<file path="src/rtl/fft_pkg.sv">
// rtl/fft_pkg.sv - shared constants and state encoding for the FFT sequencer
// Purpose: transform size, pair count, stage-counter width and FSM state type
//          used by fft_seq_ctrl and fft_tw_addr.
package fft_pkg;

  localparam int LOG2N = 6;                // log2 of FFT length N
  localparam int P     = 1 << (LOG2N - 1); // pair slots per phase (N/2)
  localparam int SW    = 3;                // stage-counter width, 2^SW > LOG2N

  typedef enum logic [1:0] {
    S_IDLE    = 2'd0,
    S_LOAD    = 2'd1,
    S_COMPUTE = 2'd2,
    S_UNLOAD  = 2'd3
  } state_t;

endpackage

</file>
<file path="src/rtl/fft_tw_addr.sv">
// rtl/fft_tw_addr.sv - twiddle ROM address decode for one butterfly pair
// Purpose: maps (stage k, pair counter cnt) onto the two twiddle ROM addresses.
// Ports:
//   k     in  SW      compute stage (1..LOG2N), 0 when not computing
//   cnt   in  LOG2N-1 pair counter within the stage
//   tw_a1 out LOG2N-1 twiddle address for butterfly output 0
//   tw_a2 out LOG2N-1 twiddle address for butterfly output 1
module fft_tw_addr #(
  parameter int LOG2N = fft_pkg::LOG2N,
  parameter int SW    = fft_pkg::SW
) (
  input  logic [SW-1:0]      k,
  input  logic [LOG2N-2:0]   cnt,
  output logic [LOG2N-2:0]   tw_a1,
  output logic [LOG2N-2:0]   tw_a2
);

  localparam int PW = LOG2N - 1;
  localparam logic [PW-1:0] TOP = PW'(1) << (PW - 1);

  logic          h;
  logic [SW-1:0] q;
  logic [PW-1:0] low;
  logic [PW-1:0] rev;

  assign h = cnt[PW-1];

  // Stage q = k-1 uses the low q counter bits, bit-reversed into the top of
  // the address and gated by the upper-half flag h. Output 1 additionally
  // carries h one position below those bits. The final stage uses twiddle 0.
  always_comb begin
    q     = '0;
    low   = '0;
    rev   = '0;
    tw_a1 = '0;
    tw_a2 = '0;
    if (k != '0 && k < SW'(LOG2N)) begin
      q     = k - SW'(1);
      low   = cnt & ((PW'(1) << q) - PW'(1));
      rev   = {<<{low}};
      tw_a1 = rev & {PW{h}};
      tw_a2 = tw_a1 | ({PW{h}} & (TOP >> q));
    end
  end

endmodule

</file>
<file path="src/rtl/fft_seq_ctrl.sv">
// rtl/fft_seq_ctrl.sv - LOAD/COMPUTE/UNLOAD sequencer for the constant-geometry FFT
// Purpose: counter-based FSM driving memory addresses, banks, twiddle addresses,
//          input-mux select and the start/done handshake.
// Ports:
//   CK, RST          clock, synchronous active-low reset
//   ST, ABORT        start request (IDLE only), cancel current transform
//   IN_VLD / IN_RDY  input pair handshake (LOAD)
//   OUT_VLD/OUT_RDY  output pair handshake (UNLOAD)
//   BUSY, DONE       not-idle flag, one-cycle completion pulse
//   SEL_IN           write data source: 1 = input port, 0 = butterfly
//   WR_EN/WR_A/WR_BANK  memory write strobe, pair index, bank
//   RD_A/RD_BANK     memory read pair index, bank
//   TW_A1/TW_A2      twiddle ROM addresses
//   STAGE            compute stage 1..LOG2N, 0 outside COMPUTE
module fft_seq_ctrl #(
  parameter int LOG2N = fft_pkg::LOG2N,
  parameter int SW    = fft_pkg::SW
) (
  input  logic             CK,
  input  logic             RST,
  input  logic             ST,
  input  logic             ABORT,
  input  logic             IN_VLD,
  output logic             IN_RDY,
  input  logic             OUT_RDY,
  output logic             OUT_VLD,
  output logic             BUSY,
  output logic             DONE,
  output logic             SEL_IN,
  output logic             WR_EN,
  output logic [LOG2N-2:0] WR_A,
  output logic             WR_BANK,
  output logic [LOG2N-2:0] RD_A,
  output logic             RD_BANK,
  output logic [LOG2N-2:0] TW_A1,
  output logic [LOG2N-2:0] TW_A2,
  output logic [SW-1:0]    STAGE
);

  localparam int PW = LOG2N - 1;
  localparam logic [PW-1:0] CNT_LAST  = {PW{1'b1}};
  localparam logic [SW-1:0] K_LAST    = SW'(LOG2N);
  localparam logic          UNL_BANK  = 1'(LOG2N % 2);

  import fft_pkg::*;

  state_t        state;
  logic [PW-1:0] cnt;
  logic [SW-1:0] k;
  logic          done_q;

  logic is_load, is_comp, is_unl;

  always_ff @(posedge CK) begin
    if (!RST) begin
      state  <= S_IDLE;
      cnt    <= '0;
      k      <= '0;
      done_q <= 1'b0;
    end else begin
      done_q <= 1'b0;
      if (state != S_IDLE && ABORT) begin
        state <= S_IDLE;
        cnt   <= '0;
        k     <= '0;
      end else begin
        case (state)
          S_IDLE: begin
            if (ST && !ABORT) begin
              state <= S_LOAD;
              cnt   <= '0;
            end
          end
          S_LOAD: begin
            if (IN_VLD) begin
              if (cnt == CNT_LAST) begin
                state <= S_COMPUTE;
                k     <= SW'(1);
                cnt   <= '0;
              end else begin
                cnt <= cnt + PW'(1);
              end
            end
          end
          S_COMPUTE: begin
            if (cnt == CNT_LAST) begin
              cnt <= '0;
              if (k == K_LAST) begin
                state <= S_UNLOAD;
                k     <= '0;
              end else begin
                k <= k + SW'(1);
              end
            end else begin
              cnt <= cnt + PW'(1);
            end
          end
          S_UNLOAD: begin
            if (OUT_RDY) begin
              if (cnt == CNT_LAST) begin
                state  <= S_IDLE;
                cnt    <= '0;
                done_q <= 1'b1;
              end else begin
                cnt <= cnt + PW'(1);
              end
            end
          end
          default: state <= S_IDLE;
        endcase
      end
    end
  end

  assign is_load = (state == S_LOAD);
  assign is_comp = (state == S_COMPUTE);
  assign is_unl  = (state == S_UNLOAD);

  assign BUSY    = (state != S_IDLE);
  assign DONE    = done_q;
  assign IN_RDY  = is_load;
  assign SEL_IN  = is_load;
  assign OUT_VLD = is_unl;
  assign WR_EN   = (is_load & IN_VLD) | is_comp;
  assign WR_A    = (is_load | is_comp) ? cnt : '0;
  // Stage k writes bank k&1 and reads the bank stage k-1 wrote, i.e. ~k[0].
  assign WR_BANK = is_comp & k[0];
  assign RD_A    = (is_comp | is_unl) ? cnt : '0;
  assign RD_BANK = (is_comp & ~k[0]) | (is_unl & UNL_BANK);
  assign STAGE   = k;

  // k is 0 outside COMPUTE, which forces both twiddle addresses to 0.
  fft_tw_addr #(
    .LOG2N (LOG2N),
    .SW    (SW)
  ) u_tw (
    .k     (k),
    .cnt   (cnt),
    .tw_a1 (TW_A1),
    .tw_a2 (TW_A2)
  );

endmodule

</file>
<file path="config.mk">
export PLATFORM = sky130hd
export DESIGN_NAME = fft_seq_ctrl
export DESIGN_NICKNAME = d
export VERILOG_FILES = /design/src/rtl/fft_pkg.sv /design/src/rtl/fft_tw_addr.sv /design/src/rtl/fft_seq_ctrl.sv
export SDC_FILE = /design/constraint.sdc
export NUM_CORES = 1
export LEC_CHECK = 0
export CAP_MARGIN = 10
export CORE_MARGIN = 2
export CORE_UTILIZATION = 43
export DETAILED_ROUTE_END_ITERATION = 10
export HOLD_SLACK_MARGIN = 0.06
export MAX_ROUTING_LAYER = met4
export PLACE_DENSITY = 0.79
export SYNTH_ARGS = -nofsm -noshare
export SYNTH_HDL_FRONTEND = slang
export SYNTH_SLANG_ARGS = --single-unit
</file>
<file path="constraint.sdc">
create_clock -name CK -period 2.1 [get_ports CK]
set_input_delay 0.525 -clock CK [delete_from_list [all_inputs] [get_ports CK]]
set_output_delay 0.525 -clock CK [all_outputs]
set_load 0.01 [all_outputs]
</file>
Yosys cells after proc, flatten, opt, wreduce, memory -nomap -nowiden
Cells that the tools add are included.
{ "word_totals": {"reg_bits": 11, "in_bits": 6, "output_inout_bits": 31, "word_cells": 73} }
{ "op_classes": {"add_sub_neg": 4, "order_cmp": 1, "n_eq_ne": 12, "n_shift": 2, "n_mux": 23, "bitwise": 14, "reduce_logical": 13} }
{ "ops": {"columns": ["operator", "count"], "rows": [
  ["two-way mux 5 bit", 8],
  ["one-hot mux 5 bit (4 select lines)", 1],
  ["AND 5 bit", 3],
  ["two-way mux 2 bit", 7],
  ["two-way mux 3 bit", 4],
  ["inequality test 2 x 1 -> 1 bit (second input constant)", 4],
  ["one-hot mux 2 bit (4 select lines)", 1],
  ["AND reduction 7 bit", 1],
  ["inequality test 2 bit (second input constant)", 3],
  ["one-hot mux 3 bit (2 select lines)", 1],
  ["adder 5 x 1 -> 5 bit (second input constant)", 1],
  ["equality test 5 bit (second input constant)", 1],
  ["bitwise OR 5 bit", 1],
  ["left shift 1 x 3 -> 5 bit (first input constant)", 1],
  ["right shift 5 x 3 -> 5 bit (first input constant)", 1],
  ["subtractor 5 x 1 -> 5 bit (second input constant)", 1],
  ["equality test 2 bit (second input constant)", 2],
  ["inverter 1 bit", 4],
  ["AND reduction 4 bit", 1],
  ["nonzero test 2 bit", 2],
  ["OR reduction 4 bit", 1],
  ["adder 3 x 1 -> 3 bit (second input constant)", 1],
  ["AND 1 bit", 3],
  ["equality test 3 bit (second input constant)", 1],
  ["11 further kinds", 15]
]} }

Depth between registers and ports, before layout
Gate-level depths: netlist of the first run.
{ "logic_depth": {"depth_word": 7, "depth_mapped": 7, "mapped_depth_nobuf": 6} }

By module
A second synthesis of the first run with hierarchy kept.
{ "unflattened": {"hier_cells": 139, "area_unflattened_um2": 1032.2} }
{ "modules_own_cells": {"columns": ["mod", "n_inst", "cells_each", "area_per_inst_um2", "seq_area_each_um2"], "rows": [
  ["fft_seq_ctrl", 1, 95, 735.7, 220.2],
  ["fft_tw_addr", 1, 44, 296.5, 0.0]
]} }

Worst setup path after synthesis of the first run
No wires, ideal clock.
{ "synth_path": {"path_type": "register -> output", "startpoint": "register k[1] (netlist: STAGE[1])", "endpoint": "output TW_A1[0]", "arrival_time_ps": 1667, "t_required_ps": 1575, "slack_ps": -92, "stages_incl_launch_ff": 7, "n_path_buf": 0, "path_cell_list": "dfxtp_1 > inv_1 > ha_1 > or3_1 > nand2_1 > and3_1 > o21a_1"} }
{ "synth_between": {"elab_chain_len": 6, "elab_cells_between_ends": 9, "cone_classes": "2 x add/sub; 1 x order compare; 1 x shift; 1 x mux; 2 x bitwise; 2 x reduce/logical"} }
{ "synth_rtl": {"columns": ["item", "line_no", "source"], "rows": [
  ["start, declared", "fft_seq_ctrl.sv:49", "logic [SW-1:0] k;"],
  ["start signal, assigned", "fft_seq_ctrl.sv:92", "k <= k + SW'(1);"],
  ["subtractor 3 x 1 -> 3 bit", "fft_tw_addr.sv:38", "q = k - SW'(1);"],
  ["left shift 1 x 3 -> 5 bit", "fft_tw_addr.sv:39", "low = cnt & ((PW'(1) << q) - PW'(1));"],
  ["subtractor 5 x 1 -> 5 bit", "fft_tw_addr.sv:39", null],
  ["AND 5 bit", "fft_tw_addr.sv:39", null],
  ["AND 5 bit", "fft_tw_addr.sv:41", "tw_a1 = rev & {PW{h}};"],
  ["two-way mux 5 bit (*)", "fft_tw_addr.sv:37", "if (k != '0 && k < SW'(LOG2N)) begin"],
  ["end, declared", "fft_seq_ctrl.sv:35", "output logic [LOG2N-2:0] TW_A1,"]
]} }
Every way passes the cells marked *; elsewhere a longest branch is shown, timed or not.

Worst setup path in the final report of the first run
{ "layout_path": {"startpoint": "register k[0] (netlist: STAGE[0])", "endpoint": "output TW_A2[2]"} }
{ "layout_between": {"elab_chain_len": 7, "elab_cells_between_ends": 12, "cone_classes": "2 x add/sub; 1 x order compare; 2 x shift; 1 x mux; 4 x bitwise; 2 x reduce/logical"} }
{ "layout_rtl": {"columns": ["item", "line_no", "source"], "rows": [
  ["subtractor 3 x 1 -> 3 bit", "fft_tw_addr.sv:38", null],
  ["left shift 1 x 3 -> 5 bit", "fft_tw_addr.sv:39", null],
  ["subtractor 5 x 1 -> 5 bit", "fft_tw_addr.sv:39", null],
  ["AND 5 bit", "fft_tw_addr.sv:39", null],
  ["AND 5 bit", "fft_tw_addr.sv:41", null],
  ["bitwise OR 5 bit", "fft_tw_addr.sv:42", "tw_a2 = tw_a1 | ({PW{h}} & (TOP >> q));"],
  ["two-way mux 5 bit (*)", "fft_tw_addr.sv:37", null],
  ["end, declared", "fft_seq_ctrl.sv:36", "output logic [LOG2N-2:0] TW_A2,"]
]} }
Marked as above.

==> results of run 1 <==
-- placed cells by master, fill, tap and decap left out, types with 2 or more instances in the layout --
cell,Yosys,routed
sky130_fd_sc_hd__clkbuf_4,0,3
sky130_fd_sc_hd__a211oi_1,2,2
sky130_fd_sc_hd__buf_6,0,13
sky130_fd_sc_hd__dfxtp_1,11,6
sky130_fd_sc_hd__inv_1,6,3
sky130_fd_sc_hd__inv_6,0,2
sky130_fd_sc_hd__ha_2,0,2
sky130_fd_sc_hd__a22oi_1,2,2
sky130_fd_sc_hd__nor2b_1,6,6
sky130_fd_sc_hd__dlygate4sd2_1,0,13
sky130_fd_sc_hd__nand2_1,14,12
sky130_fd_sc_hd__nand2b_4,1,2
sky130_fd_sc_hd__mux2i_1,2,2
sky130_fd_sc_hd__clkdlybuf4s50_1,0,13
sky130_fd_sc_hd__ha_1,11,3
sky130_fd_sc_hd__a31oi_1,2,2
sky130_fd_sc_hd__inv_2,3,4
sky130_fd_sc_hd__buf_4,1,27
sky130_fd_sc_hd__a31o_1,2,2
sky130_fd_sc_hd__o21ai_1,2,2
sky130_fd_sc_hd__ha_4,0,6
sky130_fd_sc_hd__and2_1,5,5
sky130_fd_sc_hd__or3_1,3,2
sky130_fd_sc_hd__nor3_1,3,3
sky130_fd_sc_hd__dfxtp_4,0,2
sky130_fd_sc_hd__buf_2,1,5
sky130_fd_sc_hd__dfxtp_2,0,3
sky130_fd_sc_hd__a21oi_1,6,4
sky130_fd_sc_hd__nand3_1,5,3
sky130_fd_sc_hd__nor2_1,11,10
sky130_fd_sc_hd__and3_4,0,5
sky130_fd_sc_hd__and3_1,7,2
-- cell type report --
| cell class | instances | area [sq um] | area share (%) |
|---|---|---|---|
| Multi-Input combinational cell | 100 | 877 | 47.8 |
| Sequential cell | 11 | 231 | 12.6 |
| Clock inverter | 1 | 5.00 | 0.273 |
| Clock buffer | 3 | 22.5 | 1.23 |
| Timing Repair Buffer | 71 | 618 | 33.7 |
| Inverter | 9 | 43.8 | 2.39 |
| Tap cell | 28 | 35.0 | 1.91 |
-- repair_timing --
item,CTS,global route
endpoints found under the hold margin,0,0
buffers inserted,6,5
pin swaps,9,10
setup endpoints to repair,26,16
gates resized for setup,95,18
-- state kept, by name, summed over array words and instances (netlist names) --
| name | count |
|---|---|
| cnt | 5 |
| STAGE | 3 |
| state | 2 |
| DONE | 1 |
-- worst min-delay path, stage by stage, from the launching register on --
cell and delay [ps]:
sky130_fd_sc_hd__dfxtp_2 350, sky130_fd_sc_hd__nand2_1 60, sky130_fd_sc_hd__mux2i_1 60
-- final timing paths --
path	start	to	slack, ps	cells past startpoint
setup reg to reg	cnt[0]$_SDFFE_PP0P_	state[0]$_SDFFE_PP0P_	60	6
hold / removal	state[1]$_SDFFE_PP0P_	state[1]$_SDFFE_PP0P_	500	2
setup / recovery	STAGE[0]$_SDFFE_PP0P_	TW_A2[2]	-270	8
hold reg to reg	state[1]$_SDFFE_PP0P_	state[1]$_SDFFE_PP0P_	500	2
-- routing by layer --
metal  vias to the layer above  share of wire [%]  wire length [um]  global-route usage (%)
met3                        24                6.5               267                    3.80
met5                         -                  0                 0                       -
met2                        77                 51              2090                    48.7
met1                       598                 37              1520                    29.1
li1                        577                  -                 -                       -
met4                         0                5.8               240                    9.01
-- through the flow --
stage	setup TNS (ps)	power, W
finish	-1750	0.000978
global route	-2260	0.00102
CTS	-909	0.000898
detailed placement	-3680	0.000720
global placement	-2800	0.000701
floorplan	0	0.000535
-- kinds of logic (layout without fill, tap and decap cells) --
logic type                 Yosys count  after routing  synth area share [%]
AOI/OAI and AO/OA                   23             23                  17.1
xor gates and xnor gates             3              3                  3.53
adders and majority gates           11             11                  14.4
buffers and inverters               12             84                  5.23
DFF                                 11             11                  23.0
muxes                                3              3                  3.27
and+or+nand+nor                     60             60                  33.4
-- power groups by stage --
stage          logic [W]  clock network [W]  registers, W
4_1_cts         0.000478           0.000156      0.000264
5_1_grt         0.000571           0.000171      0.000282
6_report        0.000538           0.000164      0.000277
3_3_place_gp    0.000437                  0      0.000264
2_1_floorplan   0.000278                  0      0.000257
3_5_place_dp    0.000454                  0      0.000266
==> impl_metrics.py, run 1 <==
metrics = {
    "outcome": {
        "status": "complete, but fails checks",
        "violated_checks": "negative setup slack",
    },
    "worst_setup_path": {
        "timing.critical_path.slowest_cell_delay_ps": 410,
        "timing.critical_path.arrival_ps": 1840,
        "cp_num_buf_inv": 3,
        "worstSetupEndpointType": "primary output",
        "top_cell_by_count_worst_path": "sky130_fd_sc_hd__buf_6",
        "timing.critical_path.max_delay_family": "flip-flops",
        "critPathRequiredTime_ps": 1570,
        "start_kind": "register",
        "timing.critical_path.fanout_max": 6,
        "critical-path-slowest-cell": "sky130_fd_sc_hd__dfxtp_4",
        "crit_path_cell_trace": "inv_6, ha_4, xnor2_4, buf_6, nand3_2, and3_4, a31o_1, buf_6",
        "critical_setup_path_class": "register to primary output",
    },
    "clocking": {
        "cts.clk_slew.worst_paths_ps": 90,
        "cts_root_buffer": "sky130_fd_sc_hd__clkbuf_4",
        "tritoncts.num_buffers": 3,
        "holdBufCountCts": 0,
        "cts-root-to-sink-buffers": 2,
        "clock_latency_ps": 290,
        "cts_tree": "built",
        "cts.sinks": 11,
        "cts-htree-levels": 1,
    },
    "power_and_ir_drop": {
        "internal-power_w": 0.000564,
        "swShare_pct": 42.4,
        "comb_power_share_pct": 55.0,
        "p_leak_nw": 0.842,
        "power.density_mw_per_mm2": 534,
        "clock_power_share_pct": 16.8,
        "total_switching_power_w": 0.000414,
        "power.sequential.fraction_pct": 28.3,
        "irDropWorstVdd_mv": 0.824,
    },
    "finish": {
        "antenna-diode-count": 0,
        "drive_gt1_share_pct": 46.2,
        "instances_no_fill": 223,
        "postLayoutCoreUtil_pct": 85.3,
        "postLayoutCellArea_sq_mm": 0.00183,
        "final_net_count": 213,
        "flow.area_growth_from_synthesis_pct": 91.8,
        "filler_cell_count": 122,
    },
    "detailed_routing": {
        "drt-pass1-iter-count": 4,
        "post_drt_wl_per_cell_um": 18.5,
        "route.detailed.drc": 0,
        "routed_via_density": 5.72,
        "vias_post_dr": 1276,
        "drt-initial-drc-count": 45,
        "detail_route.wirelength_um": 4120,
        "antenna_left": 0,
    },
    "job": {
        "count_of_max_cap_constraint_violations": 0,
    },
    "logic_synthesis": {
        "yosys-top-cells-count": "sky130_fd_sc_hd__nand2_1 (14), sky130_fd_sc_hd__dfxtp_1 (11), sky130_fd_sc_hd__ha_1 (11), sky130_fd_sc_hd__nor2_1 (11), sky130_fd_sc_hd__and3_1 (7)",
        "synth.ff_latch_count": 11,
        "synth_warnings": 0,
        "syn-mean-instance-area_sq_um": 7.77,
        "synth_ff_type": "sky130_fd_sc_hd__dfxtp_1",
        "netlist.area_leader.share_pct": 23.0,
        "synthArstFlopShare_pct": 0,
        "most_area_hungry_cell_type_in_the_yosys_netlist": "sky130_fd_sc_hd__dfxtp_1",
        "sequential_area_share_after_synthesis_pct": 23.0,
        "syn-cell-area_sq_um": 956,
        "synth.top_cells.by_area": "sky130_fd_sc_hd__dfxtp_1 (23%), sky130_fd_sc_hd__ha_1 (14%), sky130_fd_sc_hd__nand2_1 (5.5%)",
        "syn_nets": 140,
        "number_of_enable_type_register_cells_in_the_synthesized_netlist": 0,
        "syn-instance-count": 123,
        "yosys.cell_count.top_type": "sky130_fd_sc_hd__nand2_1",
        "yosys.cell_types.count": 38,
    },
    "global_route": {
        "grt_max_degree": 9,
        "grt_pass1_wl_um": 5110,
        "gr-total-overflow": 0,
        "global_route.usage.total_pct": 26.5,
        "grt_antenna_before_repair": 0,
        "first_global_vias": 1133,
    },
    "sta": {
        "max_clock_freq_mhz": 422,
        "final.hold.worst_slack_ps": 503,
        "final_period_minus_worst_setup_slack_ps": 2370,
        "timing.final.crit_share_pct": 113,
        "timing_max_transition_violations_final": 0,
        "final-hold-violation-count": 0,
        "setup_violations": 10,
        "post-route-worst-setup-slack_ps": -268,
        "relSlewSlack_pct": 66.4,
        "finClkSkew_ps": 8.48,
        "worst_pin_slew_ps": 500,
        "rsz0062_at_grt": "true",
    },
    "floorplanning": {
        "floorplan.core_area_sq_mm": 0.00215,
        "rows": 17,
        "die_area_sq_mm": 0.00262,
        "chipHeight_um": 51.2,
        "start_util_pct": 44.5,
        "num_io_pins": 37,
        "die_width_um": 51.2,
    },
    "place": {
        "port_buffers": 36,
        "gp_routability_congestion": 0.882,
        "hpwl_um": 2140,
        "placedCellCount": 208,
        "detailedPlace.worstSlack_ps": -427,
        "detailed_place.area_sq_mm": 0.00152,
    },
    "worst_hold_path": {
        "worstHoldPathType": "register to register",
    },
}
No activity file was read; power rests on OpenSTA's default activity.
==> run 2: changes to the inputs <==
--- a/config.mk
+++ b/config.mk
@@ -6,7 +6,6 @@
 export NUM_CORES = 1
 export LEC_CHECK = 0
 export CAP_MARGIN = 10
-export CORE_MARGIN = 2
 export CORE_UTILIZATION = 43
 export DETAILED_ROUTE_END_ITERATION = 10
 export HOLD_SLACK_MARGIN = 0.06
==> run 2 against run 1 <==
Routed wire length up 6.8%. Worst hold slack better by 21 ps. Via count is 0.71% higher. Total power is 1.5% higher. The run still ends with negative setup slack left. Setup slack worse by 6.9 ps. Clock power hardly changed. First-iteration DRC count is 4.4% higher. Cell area rose by 0.89%. Sequential cell count stayed put. Non-clock buffer count is 1 lower. Utilization up 6.1 points.
==> impl_metrics.py, run 2 (same netlist as run 1, synthesis figures left out) <==
metrics = {
    "outcome": {
        "status": "complete, but fails checks",
        "violated_checks": "negative setup slack",
    },
    "finish": {
        "flip_flop_count_of_the_largest_register_all_copies_and_words_added": 5,
        "final_common_cell": "sky130_fd_sc_hd__buf_4",
        "max_flop_register": "cnt",
        "final_cell_mix": "sky130_fd_sc_hd__buf_4 (26), sky130_fd_sc_hd__buf_6 (12), sky130_fd_sc_hd__nor2_1 (11), sky130_fd_sc_hd__clkdlybuf4s50_1 (11), sky130_fd_sc_hd__nand2_1 (9)",
        "antenna-diode-count": 0,
        "postLayoutCoreUtil_pct": 91.5,
        "flow.area_growth_from_synthesis_pct": 93.5,
        "drive_gt1_share_pct": 46.9,
        "final_net_count": 212,
    },
    "worst_setup_path": {
        "worstSetupEndpointType": "primary output",
        "critical_setup_path_class": "register to primary output",
        "crit_path_cell_trace": "inv_6, ha_4, xnor2_4, buf_6, nand3_2, and3_4, a31o_1, buf_2",
        "timing.critical_path.fanout_max": 4,
        "timing.critical_path.arrival_ps": 1850,
        "critical-path-slowest-cell": "sky130_fd_sc_hd__dfxtp_4",
        "cp_num_buf_inv": 3,
        "start_kind": "register",
        "timing.critical_path.slowest_cell_delay_ps": 430,
        "critPathRequiredTime_ps": 1570,
        "timing.critical_path.max_delay_family": "flip-flops",
    },
    "power_and_ir_drop": {
        "irDropWorstVdd_mv": 0.797,
        "p_leak_nw": 0.938,
        "power.density_mw_per_mm2": 537,
    },
    "place": {
        "gp_routability_congestion": 0.811,
        "port_buffers": 36,
        "hpwl_um": 2200,
    },
    "floorplanning": {
        "die_area_sq_mm": 0.00242,
        "die_width_um": 49.2,
        "start_util_pct": 47.3,
        "rows": 16,
        "chipHeight_um": 49.2,
        "floorplan.core_area_sq_mm": 0.00202,
        "num_io_pins": 37,
    },
    "job": {
        "count_of_max_cap_constraint_violations": 0,
    },
    "detailed_routing": {
        "route.detailed.drc": 0,
        "detail_route.wirelength_um": 4400,
        "drt-pass1-iter-count": 4,
        "post_drt_wl_per_cell_um": 19.9,
        "antenna_left": 0,
        "vias_post_dr": 1285,
        "drt-initial-drc-count": 47,
        "routed_via_density": 5.81,
    },
    "global_route": {
        "grt_pass1_wl_um": 5690,
        "first_global_vias": 1183,
        "grt_antenna_before_repair": 0,
        "grt_max_degree": 9,
        "global_route.usage.total_pct": 32.3,
        "gr-total-overflow": 0,
    },
    "clocking": {
        "tritoncts.num_buffers": 3,
        "cts_root_buffer": "sky130_fd_sc_hd__clkbuf_4",
        "cts-htree-levels": 1,
        "clock_latency_ps": 300,
        "cts.sinks": 11,
        "cts-root-to-sink-buffers": 2,
        "cts.clk_slew.worst_paths_ps": 80,
        "cts_tree": "built",
    },
    "sta": {
        "post-route-worst-setup-slack_ps": -275,
        "final-hold-violation-count": 0,
        "timing.final.crit_share_pct": 113,
        "timing_max_transition_violations_final": 0,
        "setup-tns-final_ps": -1930,
        "worst_pin_slew_ps": 574,
        "final_period_minus_worst_setup_slack_ps": 2380,
        "finClkSkew_ps": 7.03,
        "setup_violations": 10,
        "relSlewSlack_pct": 61.4,
        "rsz0062_at_grt": "true",
        "max_clock_freq_mhz": 421,
    },
    "worst_hold_path": {
        "worstHoldPathType": "register to register",
    },
}
-- run 2: cell count changes in the layout (fill, tap and decap cells not counted), moves of 2 or more --
cell                              delta
sky130_fd_sc_hd__clkbuf_2            +2
sky130_fd_sc_hd__dlymetal6s2s_1      +8
sky130_fd_sc_hd__dfxtp_2             -2
sky130_fd_sc_hd__nand2_2             +3
sky130_fd_sc_hd__ha_4                +2
sky130_fd_sc_hd__dlygate4sd2_1       -9
sky130_fd_sc_hd__nand2_1             -3
sky130_fd_sc_hd__clkdlybuf4s50_1     -2
-- run 2: path summary, 6_finish.rpt --
kind                          from                    end  slack [ps]  depth (start not counted)
min          state[1]$_SDFFE_PP0P_  state[1]$_SDFFE_PP0P_         520                          2
max reg2reg    cnt[1]$_SDFFE_PP0P_    cnt[3]$_SDFFE_PP0P_         110                          6
min reg2reg  state[1]$_SDFFE_PP0P_  state[1]$_SDFFE_PP0P_         520                          2
max          STAGE[0]$_SDFFE_PP0P_               TW_A2[2]        -280                          8
-- run 2: where the power goes --
part           total, W  switching, W  leakage, nW  internal, W
logic          0.000570      0.000310        0.829     0.000260
registers      0.000259     0.0000271       0.0917     0.000232
clock network  0.000164     0.0000925       0.0177    0.0000711
-- run 2: worst register-to-register path: stages (launching register included) --
cell,delay (ps)
sky130_fd_sc_hd__dfxtp_1,390
sky130_fd_sc_hd__ha_1,260
sky130_fd_sc_hd__and3_1,210
sky130_fd_sc_hd__ha_2,240
sky130_fd_sc_hd__nor4_2,370
sky130_fd_sc_hd__nand3_1,190
sky130_fd_sc_hd__a31oi_1,260
-- run 2: per-layer routing --
metal	part of all wire, %	global-route usage [%]
met1	37	32.6
met4	3.7	16.7
met3	6.3	4.36
met5	0	-
met2	53	59.6
-- run 2: cell type report --
type,count,area (sq um)
Multi-Input combinational cell,100,888
Timing Repair Buffer,70,626
Sequential cell,11,233
Fill cell,77,173
Inverter,9,41.3
Tap cell,27,33.8
Clock buffer,3,22.5
Clock inverter,1,5.00
-- run 2: metrics by stage --
step | cell area (sq um) | total power, W | hold WS, ps | setup WS, ps | instances
3_3_place_gp | 1520 | 0.000708 | 489 | -316 | 207
5_1_grt | 1850 | 0.00103 | 540 | -311 | 221
6_report | 1850 | 0.000992 | 524 | -275 | 221
2_1_floorplan | 963 | 0.000535 | 471 | 26.1 | 123
3_5_place_dp | 1520 | 0.000731 | 520 | -398 | 207
4_1_cts | 1710 | 0.000886 | 508 | -249 | 217
-- run 2: repair_timing --
action / 4_1_cts / 5_1_grt
hold buffers: 0 / 0
buffers inserted: 6 / 4
pin swaps: 11 / 9
endpoints found under the setup margin: 25 / 24
gates resized for setup: 87 / 33
==> patch 1 (config.mk and constraints of run 2) <==
Change the package constant `LOG2N` from 6 to 5.
--- a/src/rtl/fft_pkg.sv
+++ b/src/rtl/fft_pkg.sv
@@ -5,3 +5,3 @@
 
-  localparam int LOG2N = 6;                // log2 of FFT length N
+  localparam int LOG2N = 5;                // log2 of FFT length N
   localparam int P     = 1 << (LOG2N - 1); // pair slots per phase (N/2)
Interface: changed (resized RD_A, TW_A1, TW_A2 and WR_A); port bits go from 37 to 33. The function was not compared with the original's and may differ.
==> patch 1 against run 2 <==
- the flow still finishes with violations (setup timing)
- count of clock-buffer cells in the layout grew 1
- global-route usage shrank 3.1 points
- synthesized area shrank 12%
- clock power grew 16%
- total power shrank 6.2%
- sequential cell count shrank 1
- setup slack gained 0.13 ns
- largest power group unchanged
- final area shrank 25%
- largest cell class unchanged
- wire length shrank 36%
- combinational power shrank 15%
- utilization shrank 13 points
==> patch 1: results (changes against run 2) <==
grt_usage_pct: 29.2  # was 32.3%
violations: "setup timing"  # unchanged
grt_max_degree: 11  # was 9
clockPowerShare_pct: 20.4  # was 16.5%
port-buffer-count: 31  # was 36
vias: 982  # was 1,285
synth_cell_types: 34  # was 38
whs_endpoint: "cnt[0]"  # was state[1]
peakVddDrop_v: 0.000647  # was 0.000797 V
slowest_delay_ns: 0.34  # was 0.43 ns
synth_xor_xnor_area_share_pct: 2.08  # was 3.53%
rrSetupSlack_ns: 0.23  # was 0.11 ns
fin_ws_ns: -0.147  # was -0.275 ns
rr_startpoint: "cnt[0]"  # was cnt[1]
leakagePower_nw: 0.622  # was 0.938 nW
synth.avg_cell_area_um2: 7.44  # was 7.77 µm²
finalSetupViolCount: 2  # was 10
fin_skew_ns: 0.00425  # was 0.00703 ns
crit_slowest_cell: "dfxtp_2"  # was dfxtp_4
hold_path_startpoint: "cnt[0]"  # was state[1]
hold-worst-slack_ns: 0.605  # was 0.524 ns
viasPerCell: 5.31  # was 5.81
ys_seq_area_share_pct: 23.8  # was 23.0%
nets: 173  # was 212
outcome: "complete, but fails checks"  # unchanged
synth_mux_area_share_pct: 3.72  # was 3.27%
p_switching_mw: 0.362  # was 0.429 mW
avgRoutedWirePerCell_um: 15.1  # was 19.9 µm
syn_nets: 125  # was 140
placed_cells: 178  # was 207
synth_area_leaders: "dfxtp_1, ha_1, and2_1, nor2_1, nand2_1"  # was dfxtp_1, ha_1, nand2_1, and3_1, nor2_1
dpl.hpwl_um: 1790  # was 2200 µm
worst-r2r-cell-count: 5  # was 6
ys_top_cells_by_count: "nor2_1, and2_1, dfxtp_1"  # was nand2_1, dfxtp_1, ha_1, nor2_1, and3_1
largest_register_ffs: 4  # was 5
critical_path.top_delay_family: "simple AND/OR/NAND/NOR gates"  # was flip-flops
cp.arrival_ns: 1.72  # was 1.85 ns
yosys.area_share.adder_pct: 8.93  # was 14.4%
gp_congestion: 0.840  # was 0.811
drive_gt1_share_pct: 32.5  # was 46.9%
grt_pass1_vias: 904  # was 1,183
pwr-share-comb_pct: 52.1  # was 57.4%
clock_latency_ns: 0.28  # was 0.30 ns
min_path_cells: 2  # unchanged
rr_endpoint: "state[1]"  # was cnt[3]
drt-initial-drc-count: 13  # was 47
grt_pass1_wl_um: 4170  # was 5690 µm
power_mw: 0.931  # was 0.992 mW
post-place-ws_ns: -0.371  # was -0.398 ns
==> patch 1: changes by cell type after synthesis, moves of 4 or more <==
cell	run 2	this run
ha_1	11	6
and3_1	7	2
nand2_1	14	9
nor2b_1	6	2
and2_1	5	10
==> patch 1: layout make-up <==
class                      count  area, µm²
clock buffer                   4       36.3
fill                         130        392
inverter                       6       22.5
multi-input combinational     90        663
sequential                    10        215
tap                           25       31.3
timing repair buffer          50        423
==> patch 1: worst max path at each step <==
stage | start | slack (ns) | endpoint | depth (start not counted)
3_3_place_gp | STAGE[2] | -0.28 | TW_A1[1] | 9
3_5_place_dp | STAGE[2] | -0.37 | TW_A1[1] | 9
4_1_cts | STAGE[2] | -0.16 | TW_A1[1] | 9
5_1_grt | STAGE[2] | -0.23 | TW_A1[1] | 9
6_report | STAGE[2] | -0.15 | TW_A1[1] | 9
2_1_floorplan | STAGE[1] | 0.008 | TW_A1[1] | 9
==> patch 1: layer usage <==
metal / share of wire (%) / wire [µm] / global-route usage, %
met2: 53 / 1480 / 50.7
met5: 0 / 0 / -
met3: 2.7 / 75 / 3.92
met1: 42 / 1170 / 32.3
met4: 2.6 / 74 / 14.1
==> patch 1: what timing repair did <==
| action | in CTS | in global routing |
|---|---|---|
| endpoints found under the setup margin | 18 | 10 |
| buffers inserted | 3 | 0 |
| hold buffers | 0 | 0 |
| pin swaps | 7 | 2 |
| resized for setup | 52 | 7 |
==> patch 1: worst register-to-register path, cell delays in order, from the launching register on <==
cell and delay, ns:
dfxtp_1 0.51, ha_1 0.29, nand3_2 0.19, o31a_1 0.17
a211o_1 0.30, mux2_1 0.32
==> patch 1: per-stage QoR <==
stage	TNS, ns	area (µm²)
final	-0.278	1390
after global routing	-0.434	1390
after CTS	-0.200	1390
after detailed placement	-1.22	1270
after global placement	-0.893	1270
after floorplan	0	846
==> patch 2 (flow settings as in run 2) <==
Without the edit above. Make the reset (`RST`) asynchronous in one clocked block. Comments in the files are not updated.
--- a/src/rtl/fft_seq_ctrl.sv
+++ b/src/rtl/fft_seq_ctrl.sv
@@ -53,3 +53,3 @@
 
-  always_ff @(posedge CK) begin
+  always_ff @(posedge CK or negedge RST) begin
     if (!RST) begin
Behaviour: differs if RST is asserted again (counterexample within 4 cycles, from zero or initial values and one cycle with RST low); with RST held inactive, the same outputs for 10 cycles.
==> patch 2 against run 2 <==
- the run still ends with setup timing left
- final area grew 9.7%
- synthesized cell count is 12% higher
- sequential cell count did not move
- setup slack worse by 0.068 ns
- synthesized area rose by 24%
- wire length decreased by 17%
- first-iteration DRC count fell by 43%
- register-to-register slack gained 0.06 ns
- critical path type unchanged
Power is not compared: it rests on default switching activity, and its combinational part moved more than twofold at a synthesized area within 25%.
==> patch 2: results (changes against run 2) <==
outcome: "complete, but fails checks"  # unchanged
violations: "setup timing"  # unchanged
largest_register_ffs: 5  # unchanged
synth_cells: 138  # was 123
crit_fanout: 3  # was 4
vias: 1357  # was 1,285
grt_pass1_vias: 1332  # was 1,183
nFillCells: 178  # was 77
yosysTopAreaCellShare_pct: 23.2  # was 23.0%
ys_seq_area_share_pct: 23.2  # was 23.0%
min_path_type: "in -> async"  # was reg -> reg
grt_max_degree: 13  # was 9
clock_latency_ns: 0.27  # was 0.30 ns
dpl.hpwl_um: 2690  # was 2200 µm
p_int_mw: 1.59
clockBufferDepth: 2  # unchanged
placed_cells: 233  # was 207
routed_wl_um: 3640  # was 4400 µm
rrSetupSlack_ns: 0.17  # was 0.11 ns
fin_skew_ns: 0.00431  # was 0.00703 ns
drt-initial-drc-count: 27  # was 47
viasPerCell: 5.47  # was 5.81
max_slew_margin_pct: 64.8  # was 61.4%
nets: 238  # was 212
grt_pass1_wl_um: 5730  # was 5690 µm
synth_area_leaders: "dfrtp_1, ha_1, nor2b_1, nand2_1, nor2_1"  # was dfxtp_1, ha_1, nand2_1, and3_1, nor2_1
ys.flop_type: "dfrtp_1"  # was dfxtp_1
ys_top_cells_by_count: "ha_1, nand2_1, dfrtp_1, nor2_1, inv_1"  # was nand2_1, dfxtp_1, ha_1, nor2_1, and3_1
yosys_warnings: 0  # unchanged
gp_congestion: 0.845  # was 0.811
timing.setup.tns_ns: -2.30  # was -1.93 ns
syn_nets: 157  # was 140
port-buffer-count: 36  # unchanged
hold-worst-slack_ns: 0.597  # was 0.524 ns
clk_pin_slew_worst_paths_ns: 0.07
drive_gt1_share_pct: 49.5  # was 46.9%
finalSetupViolCount: 10  # unchanged
synth_cell_types: 44  # was 38
peakVddDrop_v: 0.00117
cp.arrival_ns: 1.92  # was 1.85 ns
grt_usage_pct: 28.0  # was 32.3%
fin_ws_ns: -0.343  # was -0.275 ns
synth-async-reset-ratio_pct: 100  # was 0%
cts_root_buf: "clkbuf_4"  # unchanged
==> patch 2: cell count changes after synthesis, moves of 3 or more <==
cell | run 2 | this run
dfrtp_1 | 0 | 11
o21ai_0 | 1 | 5
inv_1 | 6 | 9
and3_1 | 7 | 4
dfxtp_1 | 11 | 0
==> patch 2: kinds of logic after synthesis <==
kind of cell,count (synthesis),share of synthesized area [%]
simple gates,65,32.1
compound gates,28,18.5
fa+ha+maj,14,14.5
buf+inv,12,4.21
flops,11,23.2
mux,6,5.90
xor+xnor,2,1.48
==> patch 2: timing repair <==
| action | 4_1_cts | 5_1_grt |
|---|---|---|
| pin swaps | 7 | 5 |
| setup endpoints to repair | 26 | 18 |
| gates resized for setup | 78 | 25 |
| buffers inserted | 10 | 2 |
| hold endpoints to repair | 0 | 0 |
==> patch 2: path summary, 6_finish.rpt <==
path / startpoint / to / cells after the start
setup / recovery: STAGE[0] / TW_A1[0] / 8
hold / removal: RST / STAGE[2] / 1
setup reg to reg: cnt[1] / state[1] / 6
hold reg to reg: cnt[0] / cnt[0] / 2
max in group asynchronous: RST / STAGE[1] / 1
min in group CK: cnt[0] / cnt[0] / 2
==> patch 2: power groups by stage <==
stage	combinational [mW]	clock (mW)	sequential [mW]
after floorplan	1.11	0	0.377
after global placement	1.92	0	0.338
after detailed placement	1.98	0	0.345
after CTS	2.23	0.153	0.335
after global routing	2.59	0.158	0.345
final	2.39	0.148	0.339
==> patch 2: cell type report <==
cell class / instances / area share (%)
flip-flops and latches: 11 / 13.7
inverters: 10 / 2.22
multi-input cells: 115 / 50.3
well taps: 30 / 1.85
clock buffers: 4 / 1.29
repair buffers: 78 / 30.6
==> patch 2: metrics by stage <==
step           utilization (%)  area [µm²]  power [mW]  setup slack (ns)
2_1_floorplan                -        1230        1.49            -0.168
6_report                  79.7        2030        2.88            -0.343
5_1_grt                   79.7        2030        3.10            -0.407
3_5_place_dp              73.3        1870        2.33            -0.545
3_3_place_gp              73.3        1870        2.26            -0.471
4_1_cts                   78.2        1990        2.72            -0.340
==> patch 2: per-layer routing <==
metal  share of wire, %  track usage [%]
met5                  0                -
met4                2.0             13.2
met3                4.2             3.89
met2                 54             52.6
met1                 40             28.1
==> patch 2: critical path, cell delays in order (launching register included) <==
cell     delay, ns
dfrtp_2       0.43
inv_4         0.07
ha_4          0.16
xnor2_4       0.13
nand2_2       0.11
ha_4          0.17
or3_1         0.32
a21oi_2       0.12
buf_2         0.13
